$ cat src/rtl/serial_subtractor_pkg.sv
// Shared types for the bit-serial subtractor.
// Holds the two-state FSM encoding.
package serial_subtractor_pkg;

  typedef logic [0:0] state_t;

  localparam state_t IDLE = 1'b0;
  localparam state_t RUN  = 1'b1;

endpackage

$ cat src/rtl/serial_subtractor_if.sv
// Start/busy/done handshake and operand bus
// between a controller and the serial subtractor.
interface serial_subtractor_if #(
  parameter int WIDTH = 8
) ();

  logic             start;
  logic [WIDTH-1:0] A;
  logic [WIDTH-1:0] B;
  logic             Bin;
  logic             busy;
  logic             done;
  logic [WIDTH-1:0] Diff;
  logic             Bout;

  modport master (
    output start, A, B, Bin,
    input  busy, done, Diff, Bout
  );

  modport slave (
    input  start, A, B, Bin,
    output busy, done, Diff, Bout
  );

endinterface

$ cat src/rtl/serial_subtractor_full_subtractor.sv
// Single-bit full subtractor: D = A - B - Bin,
// Bout set when the bit borrows from the next place.
module full_subtractor (
  input  logic A,
  input  logic B,
  input  logic Bin,
  output logic D,
  output logic Bout
);

  logic w_x;

  assign w_x  = A ^ B;
  assign D    = w_x ^ Bin;
  assign Bout = (~A & B) | (~w_x & Bin);

endmodule

$ cat src/rtl/serial_subtractor.sv
// Bit-serial A - B - Bin, LSB first, one bit per clock.
// Diff/Bout only change on the done cycle.
module serial_subtractor
  import serial_subtractor_pkg::*;
#(
  parameter int WIDTH = 8
) (
  input  logic              clk,
  input  logic              rst_n,
  serial_subtractor_if.slave bus
);

  localparam int CW = $clog2(WIDTH + 1);

  state_t           r_state;
  logic [WIDTH-1:0] r_a;
  logic [WIDTH-1:0] r_b;
  logic [WIDTH-1:0] r_res;
  logic [WIDTH-1:0] r_diff;
  logic             r_bor;
  logic             r_bout;
  logic             r_done;
  logic [CW-1:0]    r_cnt;

  logic             w_d;
  logic             w_bor;
  logic             w_last;
  logic [WIDTH-1:0] w_res;

  full_subtractor u_fs (
    .A    (r_a[0]),
    .B    (r_b[0]),
    .Bin  (r_bor),
    .D    (w_d),
    .Bout (w_bor)
  );

  assign w_last = (r_cnt == CW'(WIDTH - 1));

  // New bit enters at the MSB so the LSB lands at bit 0 last
  assign w_res = (r_res >> 1)
               | (WIDTH'(w_d) << (WIDTH - 1));

  always_ff @(posedge clk or negedge rst_n) begin
    if (!rst_n) begin
      r_state <= IDLE;
      r_a     <= '0;
      r_b     <= '0;
      r_res   <= '0;
      r_diff  <= '0;
      r_bor   <= 1'b0;
      r_bout  <= 1'b0;
      r_done  <= 1'b0;
      r_cnt   <= '0;
    end else begin
      r_done <= 1'b0;
      case (r_state)
        IDLE: begin
          if (bus.start) begin
            r_a     <= bus.A;
            r_b     <= bus.B;
            r_bor   <= bus.Bin;
            r_res   <= '0;
            r_cnt   <= '0;
            r_state <= RUN;
          end
        end
        RUN: begin
          r_a   <= r_a >> 1;
          r_b   <= r_b >> 1;
          r_bor <= w_bor;
          r_res <= w_res;
          r_cnt <= r_cnt + CW'(1);
          if (w_last) begin
            r_diff  <= w_res;
            r_bout  <= w_bor;
            r_done  <= 1'b1;
            r_state <= IDLE;
          end
        end
        default: r_state <= IDLE;
      endcase
    end
  end

  assign bus.busy = (r_state == RUN);
  assign bus.done = r_done;
  assign bus.Diff = r_diff;
  assign bus.Bout = r_bout;

endmodule

$ cat src/flat_wrapper.sv
// flat-port wrapper written by rule: the top's interface ports become plain ports
module serial_subtractor_flat import serial_subtractor_pkg::*;
#(
  parameter int WIDTH = 8
)
  (clk, rst_n, bus_start, bus_A, bus_B, bus_Bin, bus_busy, bus_done, bus_Diff, bus_Bout);
  serial_subtractor_if #(.WIDTH(WIDTH)) bus_i ();
  input  logic clk;
  input  logic rst_n;
  input wire logic [$bits(bus_i.start)-1:0] bus_start;
  input wire logic [$bits(bus_i.A)-1:0] bus_A;
  input wire logic [$bits(bus_i.B)-1:0] bus_B;
  input wire logic [$bits(bus_i.Bin)-1:0] bus_Bin;
  output wire logic [$bits(bus_i.busy)-1:0] bus_busy;
  output wire logic [$bits(bus_i.done)-1:0] bus_done;
  output wire logic [$bits(bus_i.Diff)-1:0] bus_Diff;
  output wire logic [$bits(bus_i.Bout)-1:0] bus_Bout;
  assign bus_i.start = bus_start;
  assign bus_i.A = bus_A;
  assign bus_i.B = bus_B;
  assign bus_i.Bin = bus_Bin;
  assign bus_busy = bus_i.busy;
  assign bus_done = bus_i.done;
  assign bus_Diff = bus_i.Diff;
  assign bus_Bout = bus_i.Bout;
  serial_subtractor #(.WIDTH(WIDTH)) u_core (.clk(clk), .rst_n(rst_n), .bus(bus_i));
endmodule
$ cat config.mk
export PLATFORM = sky130hd
export DESIGN_NAME = serial_subtractor_flat
export DESIGN_NICKNAME = d
export VERILOG_FILES = /design/src/rtl/serial_subtractor_pkg.sv /design/src/rtl/serial_subtractor_if.sv /design/src/rtl/serial_subtractor_full_subtractor.sv /design/src/rtl/serial_subtractor.sv /design/src/flat_wrapper.sv
export SDC_FILE = /design/constraint.sdc
export NUM_CORES = 1
export LEC_CHECK = 0
export BUFFER_PORTS_ARGS = -buffer_cell sky130_fd_sc_hd__buf_2
export CAP_MARGIN = 20
export CORE_MARGIN = 2
export CORE_UTILIZATION = 54
export CTS_CLUSTER_SIZE = 16
export DETAILED_ROUTE_END_ITERATION = 7
export PLACE_DENSITY = 0.89
export SETUP_SLACK_MARGIN = 0.05
export SLEW_MARGIN = 20
export SYNTH_ARGS = -nofsm -noshare
export SYNTH_HDL_FRONTEND = slang
export SYNTH_SLANG_ARGS = --single-unit
$ cat constraint.sdc
create_clock -name clk -period 1.53 [get_ports clk]
set_input_delay 0.153 -clock clk [delete_from_list [all_inputs] [get_ports clk]]
set_output_delay 0.153 -clock clk [all_outputs]
set_load 0.005 [all_outputs]
======== Yosys cells after proc, flatten, opt, wreduce, memory -nomap -nowiden ========
Cells that the tools add are included.
operators by class
  div/mod/pow operators ................... 0
  shifts and indexed selects .............. 0
  reduce and logical (&&, ||, !) cells .... 1
  order comparisons ....................... 0
  bitwise logic cells ..................... 9
  multiplexer cells ....................... 15
  multiply operators ...................... 0
  equality and inequality tests ........... 2
  add/sub/neg operators ................... 1
operators by type and width
  cell                   count
  $pmux W8 S2            3
  $mux W8                3
  $or A7 B8 Y8           1
  $pmux W4 S2            1
  $mux W1                5
  $add A4 B1 Y4 const B  1
  $eq A4 B3 Y1 const B   1
  $mux W4                1
  $pmux W1 S2            2
  $not A1 Y1             3
  $and A1 B1 Y1          2
  $ne A2 B2 Y1 const B   1
  $reduce_and A2 Y1      1
  $xor A1 B1 Y1          2
  $or A1 B1 Y1           1
storage, ports and cells
  output and inout port bits .............. 11
  ROM bits ................................ 0
  bits of input ports ..................... 20
  memories ................................ 0
  word-level logic and storage cells ...... 37
  RAM bits ................................ 0
  latch bits .............................. 0
  register bits ........................... 40

======== Longest topological paths before layout ========
Gate-level depths: netlist (run 1).
  depth in word-level cells ............... 5
  mapped depth ............................ 5
  mapped depth without buffers ............ 4

======== Modules after synthesis ========
A second synthesis (run 1) with hierarchy kept.
second synthesis, totals
  cells, all modules ...................... 139
  area total of the unflattened synthesis .. 1666.6 um^2
by module, submodules not included
  module             area an instance (um^2)  cells an instance  sequential area each (um^2)  times used
  serial_subtractor  1635.3                   135                975.9                        1
  full_subtractor    31.3                     4                  0.0                          1

======== Least setup slack after synthesis (run 1) ========
OpenSTA, ideal clock, no wires.
  path type ............................... register to register
  start ................................... register u_core.r_cnt[0]
  end ..................................... register u_core.r_diff[0] (netlist: u_core.bus.Diff[0])
  library setup time ...................... 125 ps
  stages on the path, launching flop included .. 5
  buffers on the path ..................... 1
  data arrival time ....................... 1172 ps
  period minus slack after synthesis ...... 1297 ps
  data required time ...................... 1405 ps
  path slack .............................. 233 ps
  cells stage by stage .................... dfrtp_1 ha_1 nand4b_4 buf_6 mux2_4
on the way
  word-level cells in the longest chain between the ends .. 2
ends and longest elaborated chain
  element                             RTL line                 source
  from (decl)                         serial_subtractor.sv:23  logic [CW-1:0] r_cnt;
  from (signal assigned)              serial_subtractor.sv:73  r_cnt <= r_cnt + CW'(1);
  $eq A4 B3 Y1                        serial_subtractor.sv:38  assign w_last = (r_cnt == CW'(WIDTH - 1));
  $reduce_and A2 Y1 (no source line)  -
  to (signal assigned)                serial_subtractor.sv:75  r_diff <= w_res;
  to (decl)                           serial_subtractor.sv:19  logic [WIDTH-1:0] r_diff;
No other way between the ends.
A chain may end at the register's enable or synchronous reset.

======== Worst setup path in the final report (run 1) ========
  start ................................... register u_core.r_cnt[0]
  end ..................................... register u_core.r_diff[5] (netlist: u_core.bus.Diff[5])
The elaborated chain is that of the path after synthesis.

==> results.md, run 1 <==
Run status:
- The flow ran to the end, and the final reports show no timing, DRC or antenna violations.

GRT:
- For this run the aggregate overflow at the end of global routing stands at 0.
- The via count of the first global-routing pass is around 1100.
- The initial antenna violation count was 0.
- For this run, the total global-route usage over all layers was measured as 0.204.
- Entering global routing, the biggest net connects 40 pins.
- The wire length of the first global-routing pass is 5250 microns.

Power:
- VDD sags by at most roughly 1.0 mV.
- The total power per unit cell area is just under 2000 nW/um^2.
- The total internal power is 0.00266 W.
- Of the total power, the share spent switching nets is 0.305.
- Of the total power, combinational logic draws 0.326.
- The analysis attributes to net switching a power of 0.00117 W.
- The part of the power in registers is 0.455.
- The clock share of power is 0.219.
- Summed over all cells, the static leakage comes to 1.02 nW.

Logic synthesis:
- The share of synthesized area occupied by flip-flops and latches is 0.585.
- Synthesis produced a netlist with a net count of roughly 150.
- The dominant cell type by area after synthesis is sky130_fd_sc_hd__dfrtp_1.
- The post-synthesis sequential element count is 39.
- The mean cell area of the mapped netlist is 12.7 sq um.
- The share of Yosys cell area claimed by the top area cell type is 0.585.
- Counting every instance in the synthesized netlist gives 131.
- The count of distinct cell types in the synthesized netlist is 24.
- During synthesis, Yosys emitted a total of 0 warnings.
- The cell area after synthesis is 1670 sq um.
- In the post-synthesis netlist, the biggest area contributors are sky130_fd_sc_hd__dfrtp_1 59%, sky130_fd_sc_hd__mux2i_1 10%, sky130_fd_sc_hd__mux2_4 6.3%.

Floorplanning:
- The number of rows created at floorplan is 20.
- For this configuration, the core starts out at a cell density of 0.555.
- The area of the core is 3000 sq um.
- The floorplan step set the die width to roughly 60 microns.
- Pin placement for this block handled 31 I/O pins.
- The die covers between 3000 and 4000 sq um.
- The die is between 50 and 60 microns tall.

Worst setup path:
- The longest individual stage delay on the worst path is slightly above 400 ps.
- The critical path arrival is 1620 ps.
- Walking the worst path, the cells encountered are ha_1 > nand4b_4 > mux2_4.
- The required time at the worst-slack endpoint is ~1800 ps.
- The critical path is of the flip-flop to flip-flop type.
- STA classifies the critical path endpoint as a flip-flop.
- The kind of start point of the critical path is a flip-flop.
- The largest fanout on the critical path is 11.
- On the critical path, the stage with the largest delay is an instance of sky130_fd_sc_hd__dfrtp_1.

Clock tree:
- Clock-pin slew was measured on the worst setup and hold paths at ~110 ps.
- The number of cells upsized or downsized after cts is 0.
- TritonCTS built the clock tree.
- Buffers inserted to repair hold after CTS numbered 1.
- In this run the number of H-tree levels came out at 2.
- The root buffer cell chosen for the clock tree is sky130_fd_sc_hd__clkbuf_4.
- Counting the buffers created by CTS gives 5.
- The clock sink total is 39.
- After clock tree synthesis, the setup repair step added 0 buffers.
- The clock insertion delay at the later pin of the skew report is approximately 340 ps.
- The worst-case clock buffer depth is 2.

Placed design:
- At the end of routability-driven placement, the weighted congestion stood at approximately 0.70.
- Including well taps, the total number of placed cells is ~190.
- The wire-length estimate of the detail-placed layout is just over 2000 microns.
- The count of port buffers added during placement is 30.

STA:
- Based on the critical path, the design can be clocked at up to 727 MHz.
- Setup repair after global routing left no endpoint under its margin.
- Setup violations remaining at the end of the flow were counted as 0.
- The worst-case headroom to the max-slew limit is 0.681.
- The post-route setup TNS is 0 ps.
- The post-layout minimum cycle time is around 1400 ps.
- The hold violation count in the final report came to 0.
- The max-slew violation count was 0.
- The slew of the pin with the lowest slew margin is 478 ps.
- Dividing the final minimum period by the clock period gives 0.899.
- On the final layout, the worst clock skew is between 2 and 3 ps.

Detailed routing:
- The count of nets left with antenna violations once routing finished came out at 0.
- The routed via count divided by cell count is 5.39.
- The detailed-route wire length is 2850 microns.
- Detailed routing inserted a total of 1084 vias.
- The detailed router finished its first iteration with 17 violations.
- The first TritonRoute pass finished after 4 iterations.
- The remaining design rule violation count is 0.
- After detailed routing, the average wire length per cell comes to about 14 microns.

Final layout:
- The relative area change from synthesis to final layout is 18.0%.
- The final non-filler cell total is ~200.
- The number of antenna cells inserted is 0.
- In the final design database the tool counted approximately 190 nets.
- The fraction of layout instances using a drive strength above 1 is 0.315.

Flow run:
- The total of max-cap violations is 0.

Min path:
- The worst hold path belongs to the class input pin to flip-flop.
==> worst max-delay path, delay by kind of cell (launching register included) <==
family,cells,cell delay (ps)
adder cells (fa/ha/maj),1,240
AND/OR/NAND/NOR,1,250
flip-flops,1,410
multiplexers,1,370
==> cells in the final DEF, fill, tap and decap left out, drive strengths merged, types with 3 or more instances in the layout <==
cell	netlist	layout
a22o	9	9
buf	5	36
clkbuf	3	6
dfrtp	39	39
inv	3	3
mux2	8	8
mux2i	17	17
nand2	16	16
nor2	4	4
o21ai	16	16
==> Yosys cell counts <==
cell / count
sky130_fd_sc_hd__nor2_2: 1
sky130_fd_sc_hd__xor2_1: 1
sky130_fd_sc_hd__nand3_1: 1
sky130_fd_sc_hd__mux2_4: 7
sky130_fd_sc_hd__a211oi_1: 1
sky130_fd_sc_hd__clkbuf_1: 3
sky130_fd_sc_hd__buf_4: 2
sky130_fd_sc_hd__nand2b_1: 2
sky130_fd_sc_hd__a22o_1: 9
sky130_fd_sc_hd__nor2b_1: 1
sky130_fd_sc_hd__a21oi_1: 1
sky130_fd_sc_hd__buf_2: 2
sky130_fd_sc_hd__inv_1: 3
sky130_fd_sc_hd__fa_1: 1
sky130_fd_sc_hd__mux2_2: 1
sky130_fd_sc_hd__buf_6: 1
sky130_fd_sc_hd__o21ai_0: 16
sky130_fd_sc_hd__mux2i_1: 17
sky130_fd_sc_hd__ha_1: 1
sky130_fd_sc_hd__xnor2_1: 1
sky130_fd_sc_hd__nand4b_4: 1
sky130_fd_sc_hd__nor2_1: 3
sky130_fd_sc_hd__nand2_1: 16
sky130_fd_sc_hd__dfrtp_1: 39
==> area by class of cell <==
class / instances / area, sq um
sequential: 39 / 976
clock buffer: 6 / 41.3
fill: 241 / 1030
tap: 33 / 41.3
inverter: 3 / 11.3
multi-input combinational: 81 / 633
clock inverter: 2 / 60.1
timing repair buffer: 37 / 205
==> metrics by stage <==
stage	instance area, sq um	power (W)	utilization	hold WS (ps)	worst slack [ps]
after global routing	1970	0.00416	0.655	55.8	63.3
final	1970	0.00383	0.655	59.0	154
after CTS	1970	0.00388	0.655	53.6	146
after floorplan	1670	0.00264	-	-143	233
after global placement	1860	0.00295	0.618	217	213
after detailed placement	1860	0.00303	0.618	230	162
==> worst paths after layout <==
path / startpoint / endpoint / slack (ps) / cells after the start
min in group asynchronous: rst_n / u_core.bus.Diff[6]$_DFFE_PN0P_ / 380 / 3
setup reg to reg: u_core.r_cnt[0]$_DFFE_PN0P_ / u_core.bus.Diff[5]$_DFFE_PN0P_ / 150 / 3
hold / removal: bus_A[7] / u_core.r_a[7]$_DFFE_PN0P_ / 60 / 3
setup / recovery: u_core.r_cnt[0]$_DFFE_PN0P_ / u_core.bus.Diff[5]$_DFFE_PN0P_ / 150 / 3
max in group asynchronous: rst_n / u_core.r_b[4]$_DFFE_PN0P_ / 820 / 3
hold reg to reg: u_core.bus.Bout$_DFFE_PN0P_ / u_core.bus.Bout$_DFFE_PN0P_ / 490 / 2
==> state kept, by name, indices dropped and copies added, names as in the netlist <==
| name | cells |
|---|---|
| u_core.bus.Diff | 8 |
| u_core.r_a | 8 |
| u_core.r_b | 8 |
| u_core.r_res | 7 |
| u_core.r_cnt | 4 |
| u_core.bus.Bout | 1 |
| u_core.bus.busy | 1 |
| u_core.bus.done | 1 |
| u_core.r_bor | 1 |
==> cell families after synthesis <==
family / after synthesis / synth area share
AO/OA/AOI/OAI: 27 / 0.103
XOR/XNOR: 2 / 0.0105
adder cells (fa/ha/maj): 2 / 0.0195
buffers and inverters: 11 / 0.0353
flip-flops: 39 / 0.585
multiplexers: 25 / 0.172
AND/OR/NAND/NOR: 25 / 0.0750
==> per-layer routing <==
layer	wire length, microns	part of all wire	GRT usage
met5	0	0	0
met4	27	0.0095	0.0508
met3	167	0.059	0.0764
met2	1360	0.48	0.319
met1	1290	0.45	0.270
==> power groups by stage <==
stage	sequential, W	combinational, W	clock, W
after floorplan	0.00170	0.000944	0
after global placement	0.00174	0.00120	0
after detailed placement	0.00177	0.00127	0
after CTS	0.00175	0.00127	0.000853
after global routing	0.00181	0.00145	0.000908
final	0.00174	0.00125	0.000841
Note: power is estimated with default switching activity, not from simulation.
==> run 2, diff against run 1 <==
Settings changed: BUFFER_PORTS_ARGS -buffer_cell sky130_fd_sc_hd__buf_2 to unset, CORE_UTILIZATION 54 to 60, DONT_BUFFER_PORTS set to 1, PLACE_DENSITY 0.89 to 0.87.
==> run 2 against run 1 <==
Net effect:
- utilization increased by 3.6 points
- first-iteration DRC count up 53%
- cell count down 14%
- power shrank 5.6%
- register-to-register slack is essentially flat
- critical path depth is the same
- non-clock buffer count fell by 27
- maximum frequency decreased by 0.61%
- sequential power is 3% higher
- global-route usage up 0.66 points
- final area is 5.6% lower
- clock power shrank 19%
- largest power group unchanged
==> results.md, run 2 (same netlist as run 1, synthesis figures left out) <==
Run status:
- The run finished with clean final reports.

STA:
- The final-layout worst hold slack is between 10 and 15 ps.
- The hold violation count in the final report is 0.
- The post-route setup TNS is 0 ps.
- The slew of the pin with the lowest slew margin is 414 ps.
- The final number of setup-violating endpoints is 0.
- The post-layout minimum cycle time is about 1400 ps.
- Setup repair after global routing left no endpoint under its margin.
- Based on the critical path, the design can be clocked at up to slightly above 700 MHz.
- Measured against its own limit, the worst slew margin works out to 0.723.
- The max-slew violation count is 0.
- The final setup skew is between 20 and 25 ps.
- The share of the clock period used by the worst path is 0.905.

Floorplanning:
- The area of the core is about 2700 sq um.
- The initialized floorplan defines 19 standard-cell rows.
- For this configuration, the core starts out at a cell density of 0.621.
- The I/O pin count is 31.
- The die area is between 3000 and 4000 sq um.
- The floorplan step set the die height to between 50 and 60 microns.
- The die is around 57 microns wide.

Flow run:
- The total of max-cap violations is 0.

Placed design:
- In this run the tool buffered the top-level ports with 0 buffer cells.
- The final RePlAce weighted congestion is roughly 0.77.
- The HPWL after detailed placement is about 1900 microns.

Worst setup path:
- In this run the register-to-register setup slack is 150 ps.
- The worst setup path is of the flip-flop to flip-flop kind.
- The termination of the worst setup path is u_core.bus.Diff[5]$_DFFE_PN0P_.
- Of all nets on the critical path, the largest fanout is 6.
- The required time at the worst-slack endpoint is about 1800 ps.
- The kind of start point of the critical path is a flip-flop.
- For the worst flop-to-flop path, the logic depth is 3.
- The critical path arrival is ~1600 ps.
- The startpoint identified for the worst register-to-register timing path is u_core.r_cnt[0]$_DFFE_PN0P_.
- In this run the critical register-to-register path is captured at u_core.bus.Diff[5]$_DFFE_PN0P_.
- The type of element capturing the critical path is a flip-flop.
- The critical path starts at u_core.r_cnt[0]$_DFFE_PN0P_.

GRT:
- The sum of overflow across all layers after global routing is 0.
- The largest net degree at the start of global routing is 40.
- The total global routing track utilization is 0.210.
- The via count of the first global-routing pass came to 1091.
- The initial antenna violation count is 0.
- The wire length of the first global-routing pass is about 5100 microns.

Clock tree:
- The number of CTS-inserted buffers is 5.
- The H-tree was split into 2 levels.
- The longest clock path from root to sink contains 2 buffers.
- After clock tree synthesis, the clock-pin slew on the worst setup and hold paths is approximately 130 ps.
- The number of setup buffers added after CTS is 0.
- TritonCTS built the clock tree.
- The tree is rooted in a sky130_fd_sc_hd__clkbuf_4.
- The clock insertion delay at the later pin of the skew report is 350 ps.
- The clock sink total is 39.

Detailed routing:
- The number of nets with antenna violations after routing is 0.
- The highest routing layer actually used is met4.
- The number of vias in the routed layout is 1001.
- Dividing the detail-routed via count by the number of cells gives slightly below 6.
- The first routing iteration left 26 violations.
- The detailed-route wire length is around 2900 microns.
- The count of TritonRoute iterations in the first routing pass is 4.
- The wire length on met1 is 1300 microns.
- The routed wirelength normalized by instance count is ~17 microns.
- For this run, design rule violations remaining after detail routing come to 0.
- Detailed routing placed a total of 1390 microns of wire on met2.
- In the detailed route, the total length drawn on met3 is roughly 170 microns.

Power:
- Of the total power, combinational logic draws 0.315.
- The share of total power dissipated in the clock network is 0.188.
- The internal power of the cells totals around 0.0024 W.
- The switching power of the nets is about 0.0012 W.
- The part of the power in registers is 0.497.
- The switching share of power is 0.329.
- The leakage power figure is 0.905 nW.
- Across the VDD grid, the largest voltage drop is 1.37 mV.
- In this run the power density over the cells is ~2000 nW/um^2.

Final layout:
- Compared with the post-synthesis result, the final layout area differs by 11.4%.
- The post-layout net count is about 160.
- Of the cells placed in the final design, the portion with a size suffix greater than 1 is 0.162.
- The most common library cell in the layout ignoring fill and taps is sky130_fd_sc_hd__dfrtp_1.
- Counting the fill cells in the layout gives between 200 and 250.
- The number of antenna cells inserted is 0.
- The library cells used most frequently in the layout, excluding fill and tap cells, are 39 x sky130_fd_sc_hd__dfrtp_1, 17 x sky130_fd_sc_hd__mux2i_1, 16 x sky130_fd_sc_hd__nand2_1, 16 x sky130_fd_sc_hd__o21ai_0, 9 x sky130_fd_sc_hd__a22o_1.

Min path:
- The worst min-delay path category is input pin to flip-flop.
-- run 2: cell count changes in the layout (fill, tap and decap cells not counted), sizes merged --
cell	before	now
dlygate4sd3	1	6
nand4b	1	2
bufinv	2	1
clkinv	0	2
clkbuf	6	5
buf	36	4
-- run 2: through the flow --
stage	cells	power, W	worst slack [ps]	instance area [sq um]	utilization
final	173	0.00362	146	1860	0.692
after global routing	173	0.00389	71.3	1860	0.692
after detailed placement	157	0.00289	147	1680	0.626
after floorplan	131	0.00264	233	1670	-
after CTS	170	0.00361	121	1820	0.679
after global placement	157	0.00278	212	1680	0.626
-- run 2: timing repair --
item / CTS / global route
hold buffers: 5 / 2
setup endpoints to repair: 0 / 1
gates resized for setup: 0 / 0
hold endpoints to repair: 43 / 1
-- run 2: worst max-delay path: stages, from the launching register on --
cell                       delay (ps)
sky130_fd_sc_hd__dfrtp_1          410
sky130_fd_sc_hd__ha_1             290
sky130_fd_sc_hd__nand4b_4         220
sky130_fd_sc_hd__mux2_4           340
-- run 2: how the worst min path moves through the flow --
stage          cells after the start  slack [ps]                        endpoint      start
2_1_floorplan                      0        -140     u_core.bus.Bout$_DFFE_PN0P_      rst_n
3_5_place_dp                       0        -140  u_core.bus.Diff[6]$_DFFE_PN0P_      rst_n
5_1_grt                            2           6       u_core.bus.busy$_DFF_PN0_  bus_start
6_report                           2          10       u_core.bus.busy$_DFF_PN0_  bus_start
4_1_cts                            2         0.2       u_core.bus.busy$_DFF_PN0_  bus_start
3_3_place_gp                       0        -140  u_core.bus.Diff[6]$_DFFE_PN0P_      rst_n
-- run 2: power by group through the flow --
stage	sequential (W)	clock, W	combinational [W]
finish	0.00180	0.000679	0.00114
floorplan	0.00170	0	0.000944
CTS	0.00179	0.000692	0.00113
global placement	0.00178	0	0.000999
detailed placement	0.00180	0	0.00108
global route	0.00187	0.000743	0.00128
-- run 2: layer usage --
metal / vias to the layer above / GRT usage
li1: 480 / -
met1: 479 / 0.263
met2: 34 / 0.324
met3: 8 / 0.0922
met4: 0 / 0.0782
met5: - / 0
-- run 2: final cells by class --
cell class              instances  area, sq um  area share
clock buffers                   5         37.5      0.0202
clock inverters                 3         43.8      0.0236
inverters                       3         11.3     0.00606
multi-input cells              82          648       0.349
flip-flops and latches         39          976       0.525
well taps                      31         38.8      0.0209
repair buffers                 10          103      0.0552
